[config.mk]
export PLATFORM = sky130hd
export DESIGN_NAME = time_set_ctrl
export DESIGN_NICKNAME = d
export VERILOG_FILES = /design/src/rtl/time_set_ctrl.sv
export SDC_FILE = /design/constraint.sdc
export NUM_CORES = 1
export LEC_CHECK = 0
export BUFFER_PORTS_ARGS = -buffer_cell sky130_fd_sc_hd__buf_2
export CAP_MARGIN = 25
export CELL_PAD_IN_SITES_DETAIL_PLACEMENT = 0
export CELL_PAD_IN_SITES_GLOBAL_PLACEMENT = 1
export CORE_MARGIN = 1.5
export CORE_UTILIZATION = 35
export CTS_CLUSTER_SIZE = 20
export DETAILED_ROUTE_END_ITERATION = 7
export HOLD_SLACK_MARGIN = 0.03
export PLACE_DENSITY = 0.72
export SYNTH_ARGS = -nofsm -noshare
export SYNTH_HDL_FRONTEND = slang
export SYNTH_SLANG_ARGS = --single-unit
[constraint.sdc]
create_clock -name CLK_50M -period 5.5 [get_ports CLK_50M]
set_input_delay 0.825 -clock CLK_50M [delete_from_list [all_inputs] [get_ports CLK_50M]]
set_output_delay 0.825 -clock CLK_50M [all_outputs]
set_load 0.01 [all_outputs]
[src/rtl/time_set_ctrl.sv]
// Front-panel controller: key debounce, RUN/SET_HOUR/SET_MIN mode FSM, adjust strobes and digit blink.
// Optional build macro AUTO_REPEAT_EN adds INC hold-to-repeat.
module time_set_ctrl #(
  parameter int DB_CYCLES      = 1_000_000,
  parameter int BLINK_HALF     = 12_500_000,
  parameter int TIMEOUT_CYCLES = 500_000_000,
  parameter int HOLD_CYCLES    = 25_000_000,
  parameter int REP_CYCLES     = 5_000_000
) (
  input  logic       CLK_50M,
  input  logic       nCR,
  input  logic       key_mode,
  input  logic       key_inc,
  output logic       run_en,
  output logic       adj_hour,
  output logic       adj_min,
  output logic [1:0] mode,
  output logic [3:0] digit_on
);

  localparam int DB_W = (DB_CYCLES > 1) ? $clog2(DB_CYCLES) : 1;
  localparam int BL_W = (BLINK_HALF > 1) ? $clog2(BLINK_HALF) : 1;
  localparam int TO_W = (TIMEOUT_CYCLES > 1) ? $clog2(TIMEOUT_CYCLES) : 1;

  localparam logic [DB_W-1:0] DB_MAX = DB_W'(DB_CYCLES - 1);
  localparam logic [BL_W-1:0] BL_MAX = BL_W'(BLINK_HALF - 1);
  localparam logic [TO_W-1:0] TO_MAX = TO_W'(TIMEOUT_CYCLES - 1);

  if (DB_CYCLES < 1 || BLINK_HALF < 1 || TIMEOUT_CYCLES < 1 ||
      HOLD_CYCLES < 1 || REP_CYCLES < 1) begin : g_bad_params
    $error("time_set_ctrl: all cycle parameters must be at least 1");
  end

  typedef enum logic [1:0] {
    S_RUN      = 2'b00,
    S_SET_HOUR = 2'b01,
    S_SET_MIN  = 2'b10
  } state_t;

  // Bit 0 is the MODE key, bit 1 is the INC key.
  logic [1:0]            sync1_q, sync2_q;
  logic [1:0]            level_q, level_d;
  logic [1:0]            evt_q, evt_d;
  logic [1:0][DB_W-1:0]  db_cnt_q, db_cnt_d;

  state_t                state_q, state_d;
  logic                  adj_hour_q, adj_hour_d;
  logic                  adj_min_q, adj_min_d;
  logic [TO_W-1:0]       idle_q, idle_d;
  logic [BL_W-1:0]       blink_q, blink_d;
  logic                  phase_q, phase_d;

  logic                  mode_evt, inc_evt, inc_level;
  logic                  in_set, rep_stb, inc_fire, enter_set;

  // Debounce: count consecutive samples that disagree with the accepted level.
  always_comb begin
    for (int i = 0; i < 2; i++) begin
      level_d[i]  = level_q[i];
      evt_d[i]    = 1'b0;
      db_cnt_d[i] = '0;
      if (sync2_q[i] != level_q[i]) begin
        if (db_cnt_q[i] == DB_MAX) begin
          level_d[i] = sync2_q[i];
          evt_d[i]   = sync2_q[i];
        end else begin
          db_cnt_d[i] = db_cnt_q[i] + DB_W'(1);
        end
      end
    end
  end

  always_ff @(posedge CLK_50M or negedge nCR) begin
    if (!nCR) begin
      sync1_q  <= '0;
      sync2_q  <= '0;
      level_q  <= '0;
      evt_q    <= '0;
      db_cnt_q <= '0;
    end else begin
      sync1_q  <= {key_inc, key_mode};
      sync2_q  <= sync1_q;
      level_q  <= level_d;
      evt_q    <= evt_d;
      db_cnt_q <= db_cnt_d;
    end
  end

  assign mode_evt  = evt_q[0];
  assign inc_evt   = evt_q[1];
  assign inc_level = level_q[1];
  assign in_set    = (state_q != S_RUN);

`ifdef AUTO_REPEAT_EN
  localparam int RP_TOP = (HOLD_CYCLES > REP_CYCLES) ? HOLD_CYCLES : REP_CYCLES;
  localparam int RP_W   = (RP_TOP > 1) ? $clog2(RP_TOP) : 1;
  localparam logic [RP_W-1:0] HOLD_MAX = RP_W'(HOLD_CYCLES - 1);
  localparam logic [RP_W-1:0] REP_MAX  = RP_W'(REP_CYCLES - 1);

  logic [RP_W-1:0] rp_cnt_q, rp_cnt_d;
  logic            rp_on_q, rp_on_d;

  // First the hold period, then a strobe every REP_CYCLES while INC stays down.
  always_comb begin
    rp_cnt_d = '0;
    rp_on_d  = 1'b0;
    rep_stb  = 1'b0;
    if (inc_level && in_set && !mode_evt) begin
      rp_on_d = rp_on_q;
      if (rp_on_q) begin
        if (rp_cnt_q == REP_MAX) begin
          rep_stb = 1'b1;
        end else begin
          rp_cnt_d = rp_cnt_q + RP_W'(1);
        end
      end else if (rp_cnt_q == HOLD_MAX) begin
        rep_stb = 1'b1;
        rp_on_d = 1'b1;
      end else begin
        rp_cnt_d = rp_cnt_q + RP_W'(1);
      end
    end
  end

  always_ff @(posedge CLK_50M or negedge nCR) begin
    if (!nCR) begin
      rp_cnt_q <= '0;
      rp_on_q  <= 1'b0;
    end else begin
      rp_cnt_q <= rp_cnt_d;
      rp_on_q  <= rp_on_d;
    end
  end
`else
  assign rep_stb = 1'b0;
`endif

  assign inc_fire = inc_evt | rep_stb;

  // MODE beats INC; any key activity beats the timeout.
  always_comb begin
    state_d    = state_q;
    adj_hour_d = 1'b0;
    adj_min_d  = 1'b0;
    if (mode_evt) begin
      case (state_q)
        S_RUN:      state_d = S_SET_HOUR;
        S_SET_HOUR: state_d = S_SET_MIN;
        default:    state_d = S_RUN;
      endcase
    end else if (inc_fire) begin
      if (state_q == S_SET_HOUR) begin
        adj_hour_d = 1'b1;
      end else if (state_q == S_SET_MIN) begin
        adj_min_d = 1'b1;
      end
    end else if (in_set && idle_q == TO_MAX) begin
      state_d = S_RUN;
    end
  end

  always_comb begin
    idle_d = idle_q;
    if (!in_set || mode_evt || inc_fire) begin
      idle_d = '0;
    end else if (idle_q != TO_MAX) begin
      idle_d = idle_q + TO_W'(1);
    end
  end

  assign enter_set = (state_d != S_RUN) && (state_d != state_q);

  // Restart the blink visible whenever editing starts or a digit is bumped.
  always_comb begin
    blink_d = '0;
    phase_d = 1'b1;
    if (state_d != S_RUN && !enter_set && !adj_hour_d && !adj_min_d) begin
      if (blink_q == BL_MAX) begin
        phase_d = ~phase_q;
      end else begin
        blink_d = blink_q + BL_W'(1);
        phase_d = phase_q;
      end
    end
  end

  always_ff @(posedge CLK_50M or negedge nCR) begin
    if (!nCR) begin
      state_q    <= S_RUN;
      adj_hour_q <= 1'b0;
      adj_min_q  <= 1'b0;
      idle_q     <= '0;
      blink_q    <= '0;
      phase_q    <= 1'b1;
    end else begin
      state_q    <= state_d;
      adj_hour_q <= adj_hour_d;
      adj_min_q  <= adj_min_d;
      idle_q     <= idle_d;
      blink_q    <= blink_d;
      phase_q    <= phase_d;
    end
  end

  always_comb begin
    case (state_q)
      S_SET_HOUR: digit_on = {phase_q, phase_q, 2'b11};
      S_SET_MIN:  digit_on = {2'b11, phase_q, phase_q};
      default:    digit_on = 4'b1111;
    endcase
  end

  assign mode     = state_q;
  assign run_en   = (state_q == S_RUN);
  assign adj_hour = adj_hour_q;
  assign adj_min  = adj_min_q;

endmodule

# After elaboration in Yosys (flattened, before gate mapping)
# Index checks and enable logic that the tools add are counted.
[word_totals] out_inout_bits=9 input_bits=4 reg_bits=106 wordCells=72
[op_classes] n_bitwise=1 n_eq_ne=11 reduce_logical=17 muxes=26 addsub=4
[ops] op="$mux 20" n=4
[ops] op="$mux 29" n=2
[ops] op="$mux 24" n=2
[ops] op="$add 20x1->20 const B" n=2
[ops] op="$eq 20x20->1 const B" n=2
[ops] op="$add 29x1->29 const B" n=1
[ops] op="$eq 29x29->1 const B" n=1
[ops] op="$ne 29x29->1 const B" n=1
[ops] op="$add 24x1->24 const B" n=1
[ops] op="$eq 24x24->1 const B" n=1
[ops] op="$mux 1" n=13
[ops] op="$pmux 4 s2" n=1
[ops] op="$mux 2" n=3
[ops] op="$reduce_bool 2->1" n=3
[ops] op="$logic_and 1x1->1" n=5
[ops] op="$logic_not 1->1" n=4
[ops] op="$pmux 2 s2" n=1
[ops] op="$reduce_and 2->1" n=2
[ops] op="$eq 2x1->1 const B" n=1
[ops] op="$eq 2x2->1 const B" n=1
[ops] op="$logic_not 2->1" n=1
[ops] op="$logic_or 1x1->1" n=2
[ops] op="$ne 1x1->1" n=2
[ops] op="$ne 2x1->1 const B" n=1
[ops] op="2 further kinds" n=2

# Depth between registers and ports, before layout
[depth] depth_word=12 mapped_depth=8 ltp_nobuf=7

# Worst setup path before layout
# No wires, ideal clock.
[synth_timing] path_type="register -> output" from="register state_q[1], in the netlist mode[1]" to="output digit_on[1]" n_path_buf=1 stages_incl_launch_ff=5 arrival_ns=1.219 setup_slack_ns=3.456 required_time_ns=4.675 path_cell_list="dfrtp_1 inv_1 ha_1 nand3b_1 buf_4"
[synth_between] elab_chain_cells=2 word_cells_on_any_way=3 cone_classes="eq/ne (2); mux (1)"
[synth_rtl] item="start: declaration" line_no="46" text="state_t state_q, state_d;"
[synth_rtl] item="start signal: assignment" line_no="196" text="state_q <= state_d;"
[synth_rtl] item="$eq 2x2->1 / $eq 2x1->1 (equally long branches)" line_no="206" text="case (state_q)"
[synth_rtl] item="$pmux 4 s2 *" line_no="206"
[synth_rtl] item="end: declaration" line_no="18" text="output logic [3:0] digit_on"
# Mark *: on every way between the ends. The rest lies on a longest branch, timed or not.

# Worst setup path in the final report
# Same ends and word-level chain as after synthesis.

==> metrics.cfg <==
[logic_synthesis]
async_reset_ff_share_pct = 100
synth_flop_cell = dfrtp_1
synth.cell_area_mm2 = 0.00534
syn_inst = 544
synth_seq_cells = 106
synthesis.nets = 557
synth_edf_count = 0
syn_avg_cell_area_um2 = 9.81
yosysUniqueCellTypes = 44
yosysWarningCount = 0
synth_seq_area_share_pct = 49.7

[outcome]
status = complete, no violations

[cells_and_area]
layout_commonest_cell = dfrtp_1
drive_above_1_share_pct = 7.14
utilization_pct = 39.7
syn_to_final_growth_pct = 9.42
antenna_cells = 0
final_cell_mix = dfrtp_1, nor2_1, xor2_1, nand2_1, nand3_1
nets = 568

[routing]
dr.first_iter.drc_count = 155
via_per_inst = 5.12
drtPass1Iterations = 5
wire_per_inst_um = 13.8
drt_wl_total_mm = 10.3
vias = 3806
drc_errors = 0
ant_nets = 0

[sta]
fin_setup_tns_ns = 0
relSlewSlack_pct = 46.0
period_share_pct = 44.7
slew_viol_final = 0
rsz0062_at_grt = no
max_freq_mhz = 406
min_period_ns = 2.46
hold_viol = 0
clock_skew_ns = 0.00729
worst_pin_slew_ns = 0.803
setup_viol = 0

[power_and_ir_drop]
power.total_mw = 1.46
p_per_area_mw_per_mm2 = 249
p_leak_nw = 2.34
vdd_drop_max_mv = 0.154

[die]
core_mm2 = 0.0147
start_util_pct = 36.3
io_pins = 13
die_area_mm2 = 0.0160
die_x_um = 127
die_y_um = 127
row_count = 44

[grt]
grt_antenna_before_repair = 0
grt_max_degree = 58
grt_usage_pct = 14.0
grt_pass1_vias = 3767
grt_pass1_wl_mm = 18.1
grt_overflow_total = 0

[setup_path]
max_stage_delay_ns = 0.43
slowest_stage = dfrtp_1
start_kind = flip-flop
critical_path.max_fanout = 6
cp.arrival_ns = 1.64
crit_chain = inv_1 > ha_1 > nand3b_1 > buf_2
cp-end-kind = output pin
path_buf_inv = 2
ff2ff_setup_slack_ns = 3.22
critPathTopFamily = flip-flops
critPathRequiredTime_ns = 4.68
worstSetupPathType = reg -> out

[clock_network]
clock_path_buffers = 2
root_buffer = clkbuf_16
cts_tree = done
cts_resized = 0
cts_max_level = 3
cts.sink_count = 106
clock_latency_ns = 0.35
path_clk_slew_ns = 0.07
post-cts-setup-buffer-count = 0
postCtsHoldBufs = 0
numCtsBuffers = 9

[place]
portBuffers = 12
dp_hpwl_mm = 6.90
place.gp.congestion = 0.740

[run]
max_cap_violations = 0

[hold_path]
min-delay-path-class = reg -> reg

final cells by class:
cell class / instances / area (um2)
Sequential cell: 106 / 2650
Inverter: 13 / 48.8
Tap cell: 184 / 230
Clock buffer: 12 / 236
Clock inverter: 4 / 52.6
Multi-Input combinational cell: 411 / 2530
Timing Repair Buffer: 14 / 85.1
Fill cell: 1429 / 8860
report_power, final:
| group | total, mW | switching, mW | internal (mW) |
|---|---|---|---|
| sequential | 0.789 | 0.00440 | 0.784 |
| combinational | 0.0291 | 0.0232 | 0.00586 |
| clock | 0.637 | 0.284 | 0.354 |
| total | 1.46 | 0.311 | 1.14 |
routing by layer:
| metal | GRT usage, % | wire length (um) | up-vias |
|---|---|---|---|
| met4 | 4.46 | 124 | 0 |
| met3 | 4.56 | 404 | 6 |
| li1 | - | - | 1898 |
| met1 | 18.9 | 5210 | 1849 |
| met2 | 21.5 | 4520 | 53 |
| met5 | 0 | 0 | - |
metrics by stage:
stage / worst slack, ns / hold WS, ns / cells / instance area (um2)
6_report: 3.04 / 0.359 / 744 / 5840
5_1_grt: 2.89 / 0.365 / 744 / 5840
4_1_cts: 3.03 / 0.360 / 743 / 5830
3_5_place_dp: 3.23 / 0.343 / 727 / 5540
3_3_place_gp: 3.35 / 0.334 / 727 / 5540
2_1_floorplan: 3.46 / 0.331 / 544 / 5340
registers in the layout, summed over array words and instances, names as in the netlist:
| signal | flops |
|---|---|
| evt_q | 2 |
| adj_hour | 1 |
| sync1_q | 2 |
| adj_min | 1 |
| mode | 2 |
| sync2_q | 2 |
| idle_q | 29 |
| level_q | 2 |
| blink_q | 24 |
| db_cnt_q | 40 |
| phase_q | 1 |
final timing paths:
check                                          start                     end  depth (start not counted)
worst max-delay path               mode[1]$_DFF_PN0_             digit_on[1]                          4
worst min-delay path            sync1_q[0]$_DFF_PN0_    sync2_q[0]$_DFF_PN0_                          0
worst max register to register     mode[1]$_DFF_PN0_    blink_q[6]$_DFF_PN0_                          7
worst min register to register  sync1_q[0]$_DFF_PN0_    sync2_q[0]$_DFF_PN0_                          0
max in group asynchronous                        nCR  db_cnt_q[32]$_DFF_PN0_                          2
min in group asynchronous                        nCR  idle_q[11]$_DFFE_PN0P_                          1
worst register-to-register path, delay by kind of cell (launching register included):
family | cells | cell delay (ns)
and+or+nand+nor | 1 | 0.47
DFF | 1 | 0.44
AOI/OAI and AO/OA | 3 | 0.71
adders and majority gates | 1 | 0.28
xor gates and xnor gates | 1 | 0.13
buffers and inverters | 1 | 0.15
cells by family after synthesis:
| kind of cell | synth area share (%) |
|---|---|
| simple gates | 29.1 |
| flops | 49.7 |
| xor+xnor | 13.3 |
| buf+inv | 2.81 |
| compound gates | 2.55 |
| fa+ha+maj | 2.11 |
| mux | 0.422 |
synth_stat cells (all sizes together), types with 2 or more instances:
cell type / n / share of area [%]
nand3b: 5 / 0.70
nand4: 28 / 3.6
clkbuf: 4 / 0.28
ha: 9 / 2.1
and3: 13 / 1.5
nor3: 19 / 2.1
nand2: 41 / 2.9
nor4: 13 / 1.9
xnor2: 30 / 4.9
o21ai: 10 / 0.94
nand3: 41 / 4.0
a21oi: 10 / 0.94
nand4b: 2 / 0.33
dfrtp: 105 / 49
xor2: 51 / 8.4
inv: 13 / 0.91
and4: 11 / 1.9
o31ai: 2 / 0.28
nor4b: 6 / 0.98
buf: 10 / 1.6
or2: 4 / 0.47
and3b: 3 / 0.49
or3: 8 / 0.94
mux2: 2 / 0.42
nor2: 96 / 6.7
(Power assumes the default switching activity.)
